==> src/rtl/kahan_accum_pkg.sv <==
// Shared types and helpers for the compensated-sum block sequencer.
package kahan_accum_pkg;

    // Lane tags carry enough bits for up to 16 interleaved lanes.
    localparam int unsigned TAG_LANE_W = 4;

    typedef enum logic [2:0] {
        ST_IDLE,
        ST_ACCUM,
        ST_DRAIN,
        ST_REDUCE,
        ST_DONE
    } state_e;

    typedef struct packed {
        logic                  valid;
        logic [TAG_LANE_W-1:0] lane;
    } tag_t;

    function automatic int unsigned calc_bit_width(input int unsigned exp_w,
                                                   input int unsigned mant_w);
        return 1 + exp_w + mant_w;
    endfunction

    // Operand is right-aligned in 64 bits; width selects which bit is the sign.
    function automatic logic [63:0] fp_neg(input logic [63:0] x, input int unsigned width);
        return x ^ (64'd1 << (width - 1));
    endfunction

endpackage

==> src/rtl/kahan_tag_pipe.sv <==
// Delay line of issue tags matching the feedback latency of the step unit.
module kahan_tag_pipe
    import kahan_accum_pkg::*;
#(
    parameter int unsigned STEP_LAT = 2
) (
    input  logic clk_i,
    input  logic rst_ni,
    input  tag_t tag_i,
    output tag_t tag_o
);

    tag_t pipe_q [STEP_LAT];
    tag_t pipe_d [STEP_LAT];

    always_comb begin
        pipe_d    = pipe_q;
        pipe_d[0] = tag_i;
        for (int i = 1; i < STEP_LAT; i++) begin
            pipe_d[i] = pipe_q[i-1];
        end
    end

    always_ff @(posedge clk_i or negedge rst_ni) begin
        if (!rst_ni) begin
            for (int i = 0; i < STEP_LAT; i++) begin
                pipe_q[i] <= '0;
            end
        end else begin
            pipe_q <= pipe_d;
        end
    end

    assign tag_o = pipe_q[STEP_LAT-1];

endmodule

==> src/rtl/kahan_accum_ctrl.sv <==
// Streams a block of elements through a shared pipelined Kahan step using
// STEP_LAT interleaved lane partials, then folds the lanes into one (sum, c).
module kahan_accum_ctrl
    import kahan_accum_pkg::*;
#(
    parameter int unsigned EXP_WIDTH_I  = 5,
    parameter int unsigned MANT_WIDTH_I = 2,
    parameter int unsigned STEP_LAT     = 2,
    localparam int unsigned BIT_WIDTH_I = calc_bit_width(EXP_WIDTH_I, MANT_WIDTH_I)
) (
    input  logic                   clk_i,
    input  logic                   rst_ni,
    input  logic                   in_valid_i,
    output logic                   in_ready_o,
    input  logic [BIT_WIDTH_I-1:0] in_data_i,
    input  logic                   in_last_i,
    output logic [BIT_WIDTH_I-1:0] step_elem_o,
    output logic [BIT_WIDTH_I-1:0] step_sum_o,
    output logic [BIT_WIDTH_I-1:0] step_c_o,
    output logic                   step_issue_o,
    input  logic [BIT_WIDTH_I-1:0] step_sum_i,
    input  logic [BIT_WIDTH_I-1:0] step_c_i,
    output logic                   res_valid_o,
    input  logic                   res_ready_i,
    output logic [BIT_WIDTH_I-1:0] res_sum_o,
    output logic [BIT_WIDTH_I-1:0] res_c_o,
    output logic                   busy_o
);

    localparam int unsigned           RED_CYC   = 2 * (STEP_LAT - 1) * STEP_LAT;
    localparam logic [TAG_LANE_W-1:0] LAST_LANE = TAG_LANE_W'(STEP_LAT - 1);

    typedef logic [BIT_WIDTH_I-1:0] elem_t;

    state_e                state_q, state_d;
    logic [TAG_LANE_W-1:0] ptr_q, ptr_d;
    logic [TAG_LANE_W-1:0] wait_q, wait_d;
    logic [TAG_LANE_W-1:0] k_q, k_d;
    logic                  phase_q, phase_d;
    logic [15:0]           red_q, red_d;
    elem_t                 psum_q [STEP_LAT];
    elem_t                 psum_d [STEP_LAT];
    elem_t                 pc_q   [STEP_LAT];
    elem_t                 pc_d   [STEP_LAT];
    elem_t                 acc_q, acc_d, acc_c_q, acc_c_d;

    tag_t  tag_in, tag_ret;
    logic  ret_lane, ret_acc;
    elem_t lane_sum, lane_c, k_sum, k_c, acc_now, acc_c_now;

    kahan_tag_pipe #(.STEP_LAT(STEP_LAT)) u_tag_pipe (
        .clk_i  (clk_i),
        .rst_ni (rst_ni),
        .tag_i  (tag_in),
        .tag_o  (tag_ret)
    );

    always_comb begin
        ret_lane = tag_ret.valid && (state_q == ST_ACCUM || state_q == ST_DRAIN);
        ret_acc  = tag_ret.valid && (state_q == ST_REDUCE || state_q == ST_DONE);

        lane_sum = '0;
        lane_c   = '0;
        k_sum    = '0;
        k_c      = '0;
        for (int l = 0; l < STEP_LAT; l++) begin
            if (ptr_q == TAG_LANE_W'(l)) begin
                lane_sum = psum_q[l];
                lane_c   = pc_q[l];
            end
            if (k_q == TAG_LANE_W'(l)) begin
                k_sum = psum_q[l];
                k_c   = pc_q[l];
            end
        end
        // A lane being reissued in the same cycle its previous result lands
        if (ret_lane && tag_ret.lane == ptr_q) begin
            lane_sum = step_sum_i;
            lane_c   = step_c_i;
        end
        acc_now   = ret_acc ? step_sum_i : acc_q;
        acc_c_now = ret_acc ? step_c_i   : acc_c_q;
    end

    always_comb begin
        state_d = state_q;
        ptr_d   = '0;
        wait_d  = wait_q;
        k_d     = k_q;
        phase_d = phase_q;
        red_d   = red_q;
        psum_d  = psum_q;
        pc_d    = pc_q;
        acc_d   = acc_q;
        acc_c_d = acc_c_q;

        in_ready_o   = 1'b0;
        step_issue_o = 1'b0;
        step_elem_o  = '0;
        step_sum_o   = '0;
        step_c_o     = '0;
        res_valid_o  = 1'b0;
        res_sum_o    = '0;
        res_c_o      = '0;

        if (ret_lane) begin
            for (int l = 0; l < STEP_LAT; l++) begin
                if (tag_ret.lane == TAG_LANE_W'(l)) begin
                    psum_d[l] = step_sum_i;
                    pc_d[l]   = step_c_i;
                end
            end
        end

        unique case (state_q)
            ST_IDLE: begin
                // Masked by reset so every output reads 0 while rst_ni is low.
                in_ready_o = rst_ni;
                if (in_valid_i && in_ready_o) begin
                    for (int l = 0; l < STEP_LAT; l++) begin
                        psum_d[l] = '0;
                        pc_d[l]   = '0;
                    end
                    step_issue_o = 1'b1;
                    step_elem_o  = in_data_i;
                    ptr_d        = (LAST_LANE == '0) ? '0 : TAG_LANE_W'(1);
                    if (in_last_i) begin
                        state_d = ST_DRAIN;
                        wait_d  = LAST_LANE;
                    end else begin
                        state_d = ST_ACCUM;
                    end
                end
            end
            ST_ACCUM: begin
                in_ready_o = 1'b1;
                ptr_d      = (ptr_q == LAST_LANE) ? '0 : ptr_q + 1'b1;
                if (in_valid_i) begin
                    step_issue_o = 1'b1;
                    step_elem_o  = in_data_i;
                    step_sum_o   = lane_sum;
                    step_c_o     = lane_c;
                    if (in_last_i) begin
                        state_d = ST_DRAIN;
                        wait_d  = LAST_LANE;
                    end
                end
            end
            ST_DRAIN: begin
                if (wait_q == '0) begin
                    acc_d   = psum_d[0];
                    acc_c_d = pc_d[0];
                    k_d     = TAG_LANE_W'(1);
                    phase_d = 1'b0;
                    wait_d  = '0;
                    red_d   = 16'(RED_CYC - 1);
                    state_d = (STEP_LAT > 1) ? ST_REDUCE : ST_DONE;
                end else begin
                    wait_d = wait_q - 1'b1;
                end
            end
            ST_REDUCE: begin
                acc_d   = acc_now;
                acc_c_d = acc_c_now;
                red_d   = red_q - 16'd1;
                if (wait_q == '0) begin
                    step_issue_o = 1'b1;
                    step_elem_o  = phase_q ? BIT_WIDTH_I'(fp_neg(64'(k_c), BIT_WIDTH_I)) : k_sum;
                    step_sum_o   = acc_now;
                    step_c_o     = acc_c_now;
                    wait_d       = LAST_LANE;
                    phase_d      = ~phase_q;
                    if (phase_q) begin
                        k_d = k_q + 1'b1;
                    end
                end else begin
                    wait_d = wait_q - 1'b1;
                end
                if (red_q == '0) begin
                    state_d = ST_DONE;
                end
            end
            ST_DONE: begin
                acc_d       = acc_now;
                acc_c_d     = acc_c_now;
                res_valid_o = 1'b1;
                res_sum_o   = acc_now;
                res_c_o     = acc_c_now;
                if (res_ready_i) begin
                    state_d = ST_IDLE;
                end
            end
            default: state_d = ST_IDLE;
        endcase

        tag_in.valid = step_issue_o;
        tag_in.lane  = (state_q == ST_ACCUM) ? ptr_q : '0;
    end

    assign busy_o = (state_q != ST_IDLE);

    always_ff @(posedge clk_i or negedge rst_ni) begin
        if (!rst_ni) begin
            state_q <= ST_IDLE;
            ptr_q   <= '0;
            wait_q  <= '0;
            k_q     <= '0;
            phase_q <= 1'b0;
            red_q   <= '0;
            acc_q   <= '0;
            acc_c_q <= '0;
            for (int l = 0; l < STEP_LAT; l++) begin
                psum_q[l] <= '0;
                pc_q[l]   <= '0;
            end
        end else begin
            state_q <= state_d;
            ptr_q   <= ptr_d;
            wait_q  <= wait_d;
            k_q     <= k_d;
            phase_q <= phase_d;
            red_q   <= red_d;
            acc_q   <= acc_d;
            acc_c_q <= acc_c_d;
            psum_q  <= psum_d;
            pc_q    <= pc_d;
        end
    end

endmodule

==> config.mk <==
export PLATFORM = sky130hd
export DESIGN_NAME = kahan_accum_ctrl
export DESIGN_NICKNAME = d
export VERILOG_FILES = /design/src/rtl/kahan_accum_pkg.sv /design/src/rtl/kahan_tag_pipe.sv /design/src/rtl/kahan_accum_ctrl.sv
export SDC_FILE = /design/constraint.sdc
export NUM_CORES = 1
export LEC_CHECK = 0
export CORE_MARGIN = 1
export CORE_UTILIZATION = 40
export CTS_CLUSTER_DIAMETER = 100
export DETAILED_ROUTE_END_ITERATION = 8
export SLEW_MARGIN = 20
export SYNTH_ARGS = -nofsm -noshare
export SYNTH_HDL_FRONTEND = slang
export SYNTH_SLANG_ARGS = --single-unit
==> constraint.sdc <==
create_clock -name clk_i -period 2.23 [get_ports clk_i]
set_input_delay 0.446 -clock clk_i [delete_from_list [all_inputs] [get_ports clk_i]]
set_output_delay 0.446 -clock clk_i [all_outputs]
set_load 0.1 [all_outputs]
== After elaboration in Yosys (flattened, before gate mapping) ==
Cells that the tools add are included.
Word-level totals
  output and inout bits: 44
  memories: 0
  bits in latches: 0
  register bits: 90
  memory bits (writable): 0
  logic and storage cells: 133
  ROM bits: 0
  input bits: 29
Cells by class
  shift-type cells: 0
  muxes and demuxes: 72
  $mul: 0
  reductions and logical operators: 23
  div/mod/pow operators: 0
  add/subtract/negate cells: 4
  eq/ne operators: 16
  bitwise logic cells: 2
  $lt $le $gt $ge: 0
Operators with widths (number)
  $mux W8: 28
  $mux W16: 7
  $pmux W8 S2: 4
  $mux W4: 10
  $pmux W16 S2: 1
  $pmux W8 S3: 1
  $mux W3: 6
  $logic_not A16 Y1: 1
  $logic_not A4 Y1: 4
  $pmux W4 S2: 2
  $pmux W4 S4: 1
  $sub A16 B1 Y16 const B: 1
  $pmux W3 S5: 1
  $eq A4 B1 Y1 const B: 3
  $ne A2 B2 Y1 const B: 5
  $add A4 B1 Y4 const B: 2
  $mux W1: 7
  $eq A3 B2 Y1 const B: 2
  $ne A2 B1 Y1 const B: 3
  $reduce_and A3 Y1: 2
  $reduce_and A6 Y1: 1
  $eq A4 B4 Y1: 1
  $logic_and A1 B1 Y1: 4
  $pmux W1 S2: 2
  14 further kinds: 18

== Logic depth before layout (Yosys ltp) ==
Gate-level depths: netlist of the first run.
  word-level depth: 7
  depth in mapped cells: 8
  depth with buffers taken out: 6

== Hierarchy ==
A second synthesis of the first run with hierarchy kept.
Second synthesis, totals
  cells, all modules: 555
  area, all modules: 5292.6 µm²
Modules (own cells, without submodules)
  kahan_accum_ctrl: instances 1, area each 5042.3 µm², cells each 545, seq. area each 2001.9 µm²
  kahan_tag_pipe: instances 1, area each 250.2 µm², cells each 10, seq. area each 250.2 µm²

== Worst setup path after synthesis of the first run ==
No wires, ideal clock.
  kind: register to output
  from: register wait_q[0]
  to: output port step_c_o[0]
  setup slack: -1.076 ns
  data arrival time: 2.860 ns
  stages on the path, launching flop included: 7
  data required time: 1.784 ns
  cells stage by stage: dfrtp_1 > inv_1 > ha_1 > nor3b_4 > nand3_1 > clkbuf_1 > o211ai_1
On the way
  cells in the longest elaborated chain, start to end: 3
RTL lines
  start, declared: RTL line kahan_accum_ctrl.sv:37  | logic [TAG_LANE_W-1:0] wait_q, wait_d;
  start signal, assigned: RTL line kahan_accum_ctrl.sv:219  | wait_q <= wait_d;
  $logic_not A4 Y1: RTL line kahan_accum_ctrl.sv:166  | if (wait_q == '0) begin
  $mux W8: RTL line kahan_accum_ctrl.sv:166
  $pmux W8 S2: RTL line kahan_accum_ctrl.sv:115  | unique case (state_q)
  end, declared: RTL line kahan_accum_ctrl.sv:19  | output logic [BIT_WIDTH_I-1:0] step_c_o,
Every way passes these cells.

== Final worst setup path of the first run ==
  from: register ptr_q[1]
  to: output port step_c_o[7]
On the way
  cells in the longest elaborated chain, start to end: 6
  elaborated cells between the ends (all ways): 9
  those cells by class: eq/ne: 2; mux: 5; reduce/logical: 2
RTL lines
  start, declared: RTL line kahan_accum_ctrl.sv:36  | logic [TAG_LANE_W-1:0] ptr_q, ptr_d;
  start signal, assigned: RTL line kahan_accum_ctrl.sv:218  | ptr_q <= ptr_d;
  $logic_not A4 Y1: RTL line kahan_accum_ctrl.sv:67  | if (ptr_q == TAG_LANE_W'(l)) begin
  $mux W8 (2 in a row): RTL line kahan_accum_ctrl.sv:67
  $mux W8 *: RTL line kahan_accum_ctrl.sv:77  | if (ret_lane && tag_ret.lane == ptr_q) begin
  $mux W8 *: RTL line kahan_accum_ctrl.sv:138  | if (in_valid_i) begin
  $pmux W8 S2 *: RTL line kahan_accum_ctrl.sv:115
Mark *: on every way between the ends. The rest lies on a longest branch, timed or not.

==> impl_metrics.env, run 1 <==
export IMPL_fp_coreArea_sq_um=13300
export IMPL_drcViolationCount=0
export IMPL_io_buffers=72
export IMPL_htreeDepth=3
export IMPL_drive_above_1_share_pct=38.1
export IMPL_numClockSinks=90
export IMPL_crit_family="buffers and inverters"
export IMPL_layout_commonest_cell="dfrtp_1"
export IMPL_syn_cell_area_sq_um=5530
export IMPL_crit_type="flop to primary output"
export IMPL_relSlewSlack_pct=47.3
export IMPL_skew_ns=0.00874
export IMPL_root_buffer="clkbuf_16"
export IMPL_rsz0062_at_grt="yes"
export IMPL_num_nets_final=754
export IMPL_power_frac_clock_pct=15.1
export IMPL_min_path_type="input port to asynchronous set/reset pin"
export IMPL_slew_violations=0
export IMPL_totalWireLength_microns=18700
export IMPL_ys_ff_latch=90
export IMPL_internal_power_uw=5910
export IMPL_clk_pin_slew_worst_paths_ns=0.07
export IMPL_ctsLongestPathBuffers=2
export IMPL_die_w_microns=120
export IMPL_drv_max_cap_violation_count=0
export IMPL_area_growth_pct=55.7
export IMPL_die_area_sq_um=14300
export IMPL_startpoint_type="flop"
export IMPL_r2r_slack_ns=0.06
export IMPL_antenna_found_initial=0
export IMPL_synth_area_leader_cell="dfrtp_1"
export IMPL_violations="setup timing"
export IMPL_synth_area_leaders="dfrtp_1 41%, mux2i_1 8.0%, nor2_1 3.5%"
export IMPL_worst_path_largest_cell_delay_ns=0.40
export IMPL_grtUsageTotal_pct=26.5
export IMPL_via_per_inst=5.93
export IMPL_final_util_pct=64.5
export IMPL_first_global_vias=5445
export IMPL_tritoncts="yes"
export IMPL_comb_power_share_pct=55.3
export IMPL_cts_buffers_inserted=9
export IMPL_seq_power_share_pct=29.6
export IMPL_ir_worst_vdd_mv=0.640
export IMPL_switching_share_pct=42.9
export IMPL_die_h_microns=120
export IMPL_gp_congestion=0.852
export IMPL_rr_worst_depth=8
export IMPL_cpMostUsedCell="buf_6"
export IMPL_worstMarginPinSlew_ns=0.791
export IMPL_crit_buf_inv=4
export IMPL_ys_warn_count=0
export IMPL_initial_core_util_pct=41.4
export IMPL_drtAntennaViolNets=0
export IMPL_place_ws_ns=-0.211
export IMPL_grt_max_degree=60
export IMPL_yosysTopAreaCellShare_pct=40.8
export IMPL_postSynthAreaPerCell_sq_um=9.61
export IMPL_outcome="finished with violations"
export IMPL_setup_worst_path_end_class="primary output"
export IMPL_synth_edff_count=0
export IMPL_grt_pass1_wl_microns=29400
export IMPL_arrival_ns=2.30
export IMPL_worst_skew_pair_late_latency_ns=0.34
export IMPL_grt_overflow_total=0
export IMPL_leakage_uw=0.00367
export IMPL_fin_crit_sh_pct=123
export IMPL_worst_path_stages=8
export IMPL_cp_required_ns=1.78
export IMPL_async_reset_ff_share_pct=100
export IMPL_rows=42
export IMPL_hold_violations=0
export IMPL_dr_first_iter_drc_count=394
export IMPL_switchingPower_uw=4440
export IMPL_max_freq_mhz=364
export IMPL_postSynthCellCount=575
export IMPL_setup_viol=41
export IMPL_drt_pass1_iter_count=5
export IMPL_synth_cell_types=67
export IMPL_num_antenna_cells=0
export IMPL_final_cell_mix="85 x dfrtp_1, 78 x buf_4, 46 x nand2_1, 46 x buf_12"
export IMPL_fin_crit_ns=2.74
export IMPL_synth_flop_cell="dfrtp_1"
export IMPL_critPathMaxFanout=26
export IMPL_path_cells="buf_6, xor2_4, nor4_2, buf_4, buf_6, nand4_1, o211ai_1, clkbuf_16"
export IMPL_pin_count=73
export IMPL_ys_seq_area_share_pct=40.8
export IMPL_setup_slack_ns=-0.515
export IMPL_post_dp_hpwl_microns=12200
export IMPL_slowest_stage="dfrtp_1"
export IMPL_vias=5315
export IMPL_synthesis_nets=614
export IMPL_p_per_area_nw_per_um2=1200
export IMPL_avgRoutedWirePerCell_microns=20.8
[kinds of logic (layout without fill, tap and decap cells)]
kind of cell,count (synthesis),after routing,synth area share (%)
mux,46,46,8.38
compound gates,160,160,21.5
xor+xnor,9,9,1.56
fa+ha+maj,10,10,2.26
simple gates,203,203,20.5
flops,90,90,40.8
buf+inv,57,202,5.03
[power by group through the flow]
stage	sequential, uW	combinational, uW	clock [uW]
2_1_floorplan	2750	3460	0
3_3_place_gp	2910	4790	0
3_5_place_dp	2940	4920	0
4_1_cts	2970	5350	1590
5_1_grt	3140	6110	1650
6_report	3060	5720	1560
[sequential cells by signal, summed over array words and instances, names as in the netlist]
signal and flops:
red_q 16, u_tag_pipe.tag_o 5, pc_q 16, acc_q 8, k_q 4, u_tag_pipe.pipe_d 5
state_q 3, acc_c_q 8, ptr_q 4, phase_q 1, psum_q 16, wait_q 4
[cells in the mapped netlist (7+ instances only)]
cell,instances
o21ai_0,10
inv_1,11
nor2_1,51
a211o_1,15
nand4_1,16
buf_2,21
a21oi_1,36
a22o_1,12
dfrtp_1,90
or4_1,8
ha_1,10
nor3_1,7
o221a_1,10
a22oi_1,16
clkbuf_1,17
o31ai_1,9
o211ai_1,13
o22ai_1,10
or3_1,23
nand2_1,48
mux2i_1,44
xor2_1,7
[area by class of cell]
class,count,area (sq um)
fillers,1068,4740
multi-input cells,428,3570
flip-flops and latches,90,2260
repair buffers,175,2210
clock buffers,11,243
well taps,176,220
clock inverters,5,62.6
inverters,11,45.0
[metal layers]
layer / part of all wire, % / up-vias / GRT usage [%]
li1: - / 2447 / -
met1: 42 / 2639 / 35.2
met2: 50 / 205 / 43.8
met3: 5.8 / 24 / 4.28
met4: 1.4 / 0 / 9.06
met5: 0 / - / 0
[through the flow]
step	instance area [sq um]	setup TNS [ns]	cells	power, uW	hold slack [ns]
global route	8600	-16.12	896	10900	0.174
finish	8600	-13.38	896	10300	0.146
detailed placement	7550	-4.05	853	7860	0.336
floorplan	5790	-21.90	575	6210	0.150
CTS	8240	-14.17	884	9910	0.157
global placement	7550	-3.27	853	7690	0.336
[what timing repair did]
action,CTS,global route
endpoints found under the setup margin,57,55
pin swaps,14,36
setup buffers,14,14
gates cloned,2,1
hold buffers,0,0
gates resized for setup,52,48
[worst paths after layout]
check / from / end
hold reg to reg: u_tag_pipe.pipe_d[1] / u_tag_pipe.tag_o[1]
setup / recovery: ptr_q[1] / step_c_o[7]
max in group asynchronous: rst_ni / psum_q[8]
min in group clk_i: u_tag_pipe.pipe_d[1] / u_tag_pipe.tag_o[1]
hold / removal: rst_ni / u_tag_pipe.pipe_d[4]
setup reg to reg: state_q[1] / acc_q[1]
(Power assumes the default switching activity.)
==> run 2: changes to the inputs <==
--- a/config.mk
+++ b/config.mk
@@ -6,9 +6,10 @@
 export NUM_CORES = 1
 export LEC_CHECK = 0
 export CORE_MARGIN = 1
-export CORE_UTILIZATION = 40
+export CORE_UTILIZATION = 43
 export CTS_CLUSTER_DIAMETER = 100
 export DETAILED_ROUTE_END_ITERATION = 8
+export GPL_TIMING_DRIVEN = 0
 export SLEW_MARGIN = 20
 export SYNTH_ARGS = -nofsm -noshare
 export SYNTH_HDL_FRONTEND = slang
==> constraint.sdc (replaced) <==
create_clock -name clk_i -period 3.3 [get_ports clk_i]
set_input_delay 0.66 -clock clk_i [delete_from_list [all_inputs] [get_ports clk_i]]
set_output_delay 0.66 -clock clk_i [all_outputs]
set_load 0.1 [all_outputs]
==> run 2 against run 1 <==
Against the previous run: the flow now finishes without violations; sequential share of layout area increased by 6.6 points; hold slack improved by 0.072 ns; die area decreased by 6.9%; register-to-register slack improved by 0.88 ns; combinational power decreased by 47%; cell area decreased by 20%; worst setup slack improved by 0.58 ns; first-iteration DRC count increased by 3.0%; clock power decreased by 31%; global-route usage increased by 2.8 points; utilization decreased by 9.9 points; count of clock-buffer cells in the layout decreased by 2; largest cell class unchanged; highest routed layer unchanged.
==> impl_metrics.env, run 2 (same netlist as run 1, synthesis figures left out) <==
export IMPL_numClockSinks=90
export IMPL_setup_viol=0
export IMPL_num_nets_final=704
export IMPL_nFillCells=1179
export IMPL_drive_above_1_share_pct=20.9
export IMPL_cts_buffers_inserted=9
export IMPL_critPathMaxFanout=9
export IMPL_via_per_inst=6.15
export IMPL_finalInstanceArea_sq_um=6860
export IMPL_worst_path_largest_cell_delay_ns=0.56
export IMPL_pin_count=73
export IMPL_use_met2_pct=44.6
export IMPL_tritoncts="yes"
export IMPL_drtAntennaViolNets=0
export IMPL_num_antenna_cells=0
export IMPL_gp_congestion=0.862
export IMPL_htreeDepth=3
export IMPL_die_area_sq_um=13300
export IMPL_dr_first_iter_drc_count=406
export IMPL_outcome="completed"
export IMPL_avgRoutedWirePerCell_microns=21.9
export IMPL_crit_type="flop to primary output"
export IMPL_totalWireLength_microns=18400
export IMPL_die_w_microns=115
export IMPL_ir_worst_vdd_mv=0.389
export IMPL_use_met3_pct=5.96
export IMPL_io_buffers=72
export IMPL_relSlewSlack_pct=35.3
export IMPL_grt_max_degree=53
export IMPL_grtUsageTotal_pct=29.3
export IMPL_fin_crit_ns=3.24
export IMPL_cp_required_ns=2.64
export IMPL_root_buffer="clkbuf_16"
export IMPL_max_freq_mhz=309
export IMPL_layout_commonest_cell="dfrtp_1"
export IMPL_setup_slack_ns=0.0620
export IMPL_grt_overflow_total=0
export IMPL_fp_coreArea_sq_um=12600
export IMPL_slowest_stage="clkdlybuf4s15_2"
export IMPL_setup_worst_path_end_class="primary output"
export IMPL_first_global_vias=5027
export IMPL_vias=5177
export IMPL_worst_skew_pair_late_latency_ns=0.36
export IMPL_ctsLongestPathBuffers=2
export IMPL_drcViolationCount=0
export IMPL_post_dp_hpwl_microns=12800
export IMPL_skew_ns=0.00912
export IMPL_clk_pin_slew_worst_paths_ns=0.06
export IMPL_die_h_microns=115
export IMPL_hold_violations=0
export IMPL_rr_worst_depth=8
export IMPL_reg_top3="pc_q (16), psum_q (16), red_q (16)"
export IMPL_slew_violations=0
export IMPL_worstMarginPinSlew_ns=0.968
export IMPL_antenna_found_initial=0
export IMPL_arrival_ns=2.58
export IMPL_grt_use_met1_pct=40.5
export IMPL_final_cell_mix="89 x dfrtp_1, 50 x nor2_1, 48 x nand2_1"
export IMPL_grt_busiest_layer="met2"
export IMPL_drt_pass1_iter_count=5
export IMPL_area_growth_pct=24.2
export IMPL_grt_pass1_wl_microns=28800
export IMPL_final_util_pct=54.6
export IMPL_fin_crit_sh_pct=98.1
export IMPL_rows=41
export IMPL_holdBufCountCts=0
export IMPL_place_ws_ns=-1.17
export IMPL_drv_max_cap_violation_count=0
export IMPL_p_per_area_nw_per_um2=889
export IMPL_post_dp_cell_area_sq_um=6540
export IMPL_rsz0062_at_grt="yes"
export IMPL_startpoint_type="flop"
export IMPL_initial_core_util_pct=44.0
export IMPL_leakage_uw=0.00305
export IMPL_path_cells="buf_4, nor2_2, o21a_2, and2_1, or2_2, clkdlybuf4s15_2"
export IMPL_timing_hold_ws_ns=0.218
export IMPL_min_path_type="input port to asynchronous set/reset pin"
run 2: cell count changes in the layout (fill, tap and decap cells not counted), sizes merged, moves of 3 or more:
cell / delta
clkinv: +3
buf: -71
clkbuf: +13
clkdlybuf4s15: +5
clkinvlp: -3
run 2: routing by layer:
metal | vias up | part of all wire (%)
met1 | 2614 | 45
met4 | 0 | 2.8
met5 | - | 0
li1 | 2340 | -
met3 | 32 | 6.6
met2 | 191 | 45
run 2: per-stage QoR:
stage / setup TNS (ns) / instances / power [uW]
after global placement: -344.92 / 819 / 4840
after floorplan: -1.21 / 575 / 4110
after detailed placement: -22.52 / 820 / 4930
final: 0 / 842 / 6100
after CTS: 0 / 837 / 6020
after global routing: -0.0711 / 842 / 6470
run 2: worst paths after layout:
check                                     startpoint                   to  slack, ns
worst max-delay path                      state_q[1]         step_issue_o       0.06
worst min-delay path                          rst_ni            wait_q[2]       0.22
worst max register to register             wait_q[0]             acc_q[0]       0.94
worst min register to register  u_tag_pipe.pipe_d[2]  u_tag_pipe.tag_o[2]       0.35
max in group asynchronous                     rst_ni             acc_q[1]       2.47
min in group clk_i              u_tag_pipe.pipe_d[2]  u_tag_pipe.tag_o[2]       0.35
run 2: layout make-up:
| cell class | instances | area [sq um] | share of cell area, % |
|---|---|---|---|
| repair buffers | 81 | 717 | 10.4 |
| inverters | 11 | 41.3 | 0.602 |
| clock buffers | 9 | 225 | 3.28 |
| multi-input cells | 428 | 3050 | 44.4 |
| well taps | 172 | 215 | 3.14 |
| flip-flops and latches | 90 | 2250 | 32.8 |
| clock inverters | 7 | 75.1 | 1.09 |
| plain buffers | 44 | 289 | 4.21 |
run 2: repair_timing:
item                       4_1_cts  5_1_grt
setup endpoints to repair       42       38
pin swaps                        1        0
setup buffers                    3        5
resized for setup              202       47
run 2: worst max-delay path: cells and delay by family (launching register included):
kind / cells / cell delay, ns
and+or+nand+nor: 3 / 0.93
buffers and inverters: 2 / 0.72
DFF: 1 / 0.36
AOI/OAI and AO/OA: 1 / 0.21
run 2: power by group:
| part | switching, uW | internal (uW) |
|---|---|---|
| sequential | 443 | 1560 |
| clock | 483 | 593 |
| combinational | 1850 | 1180 |
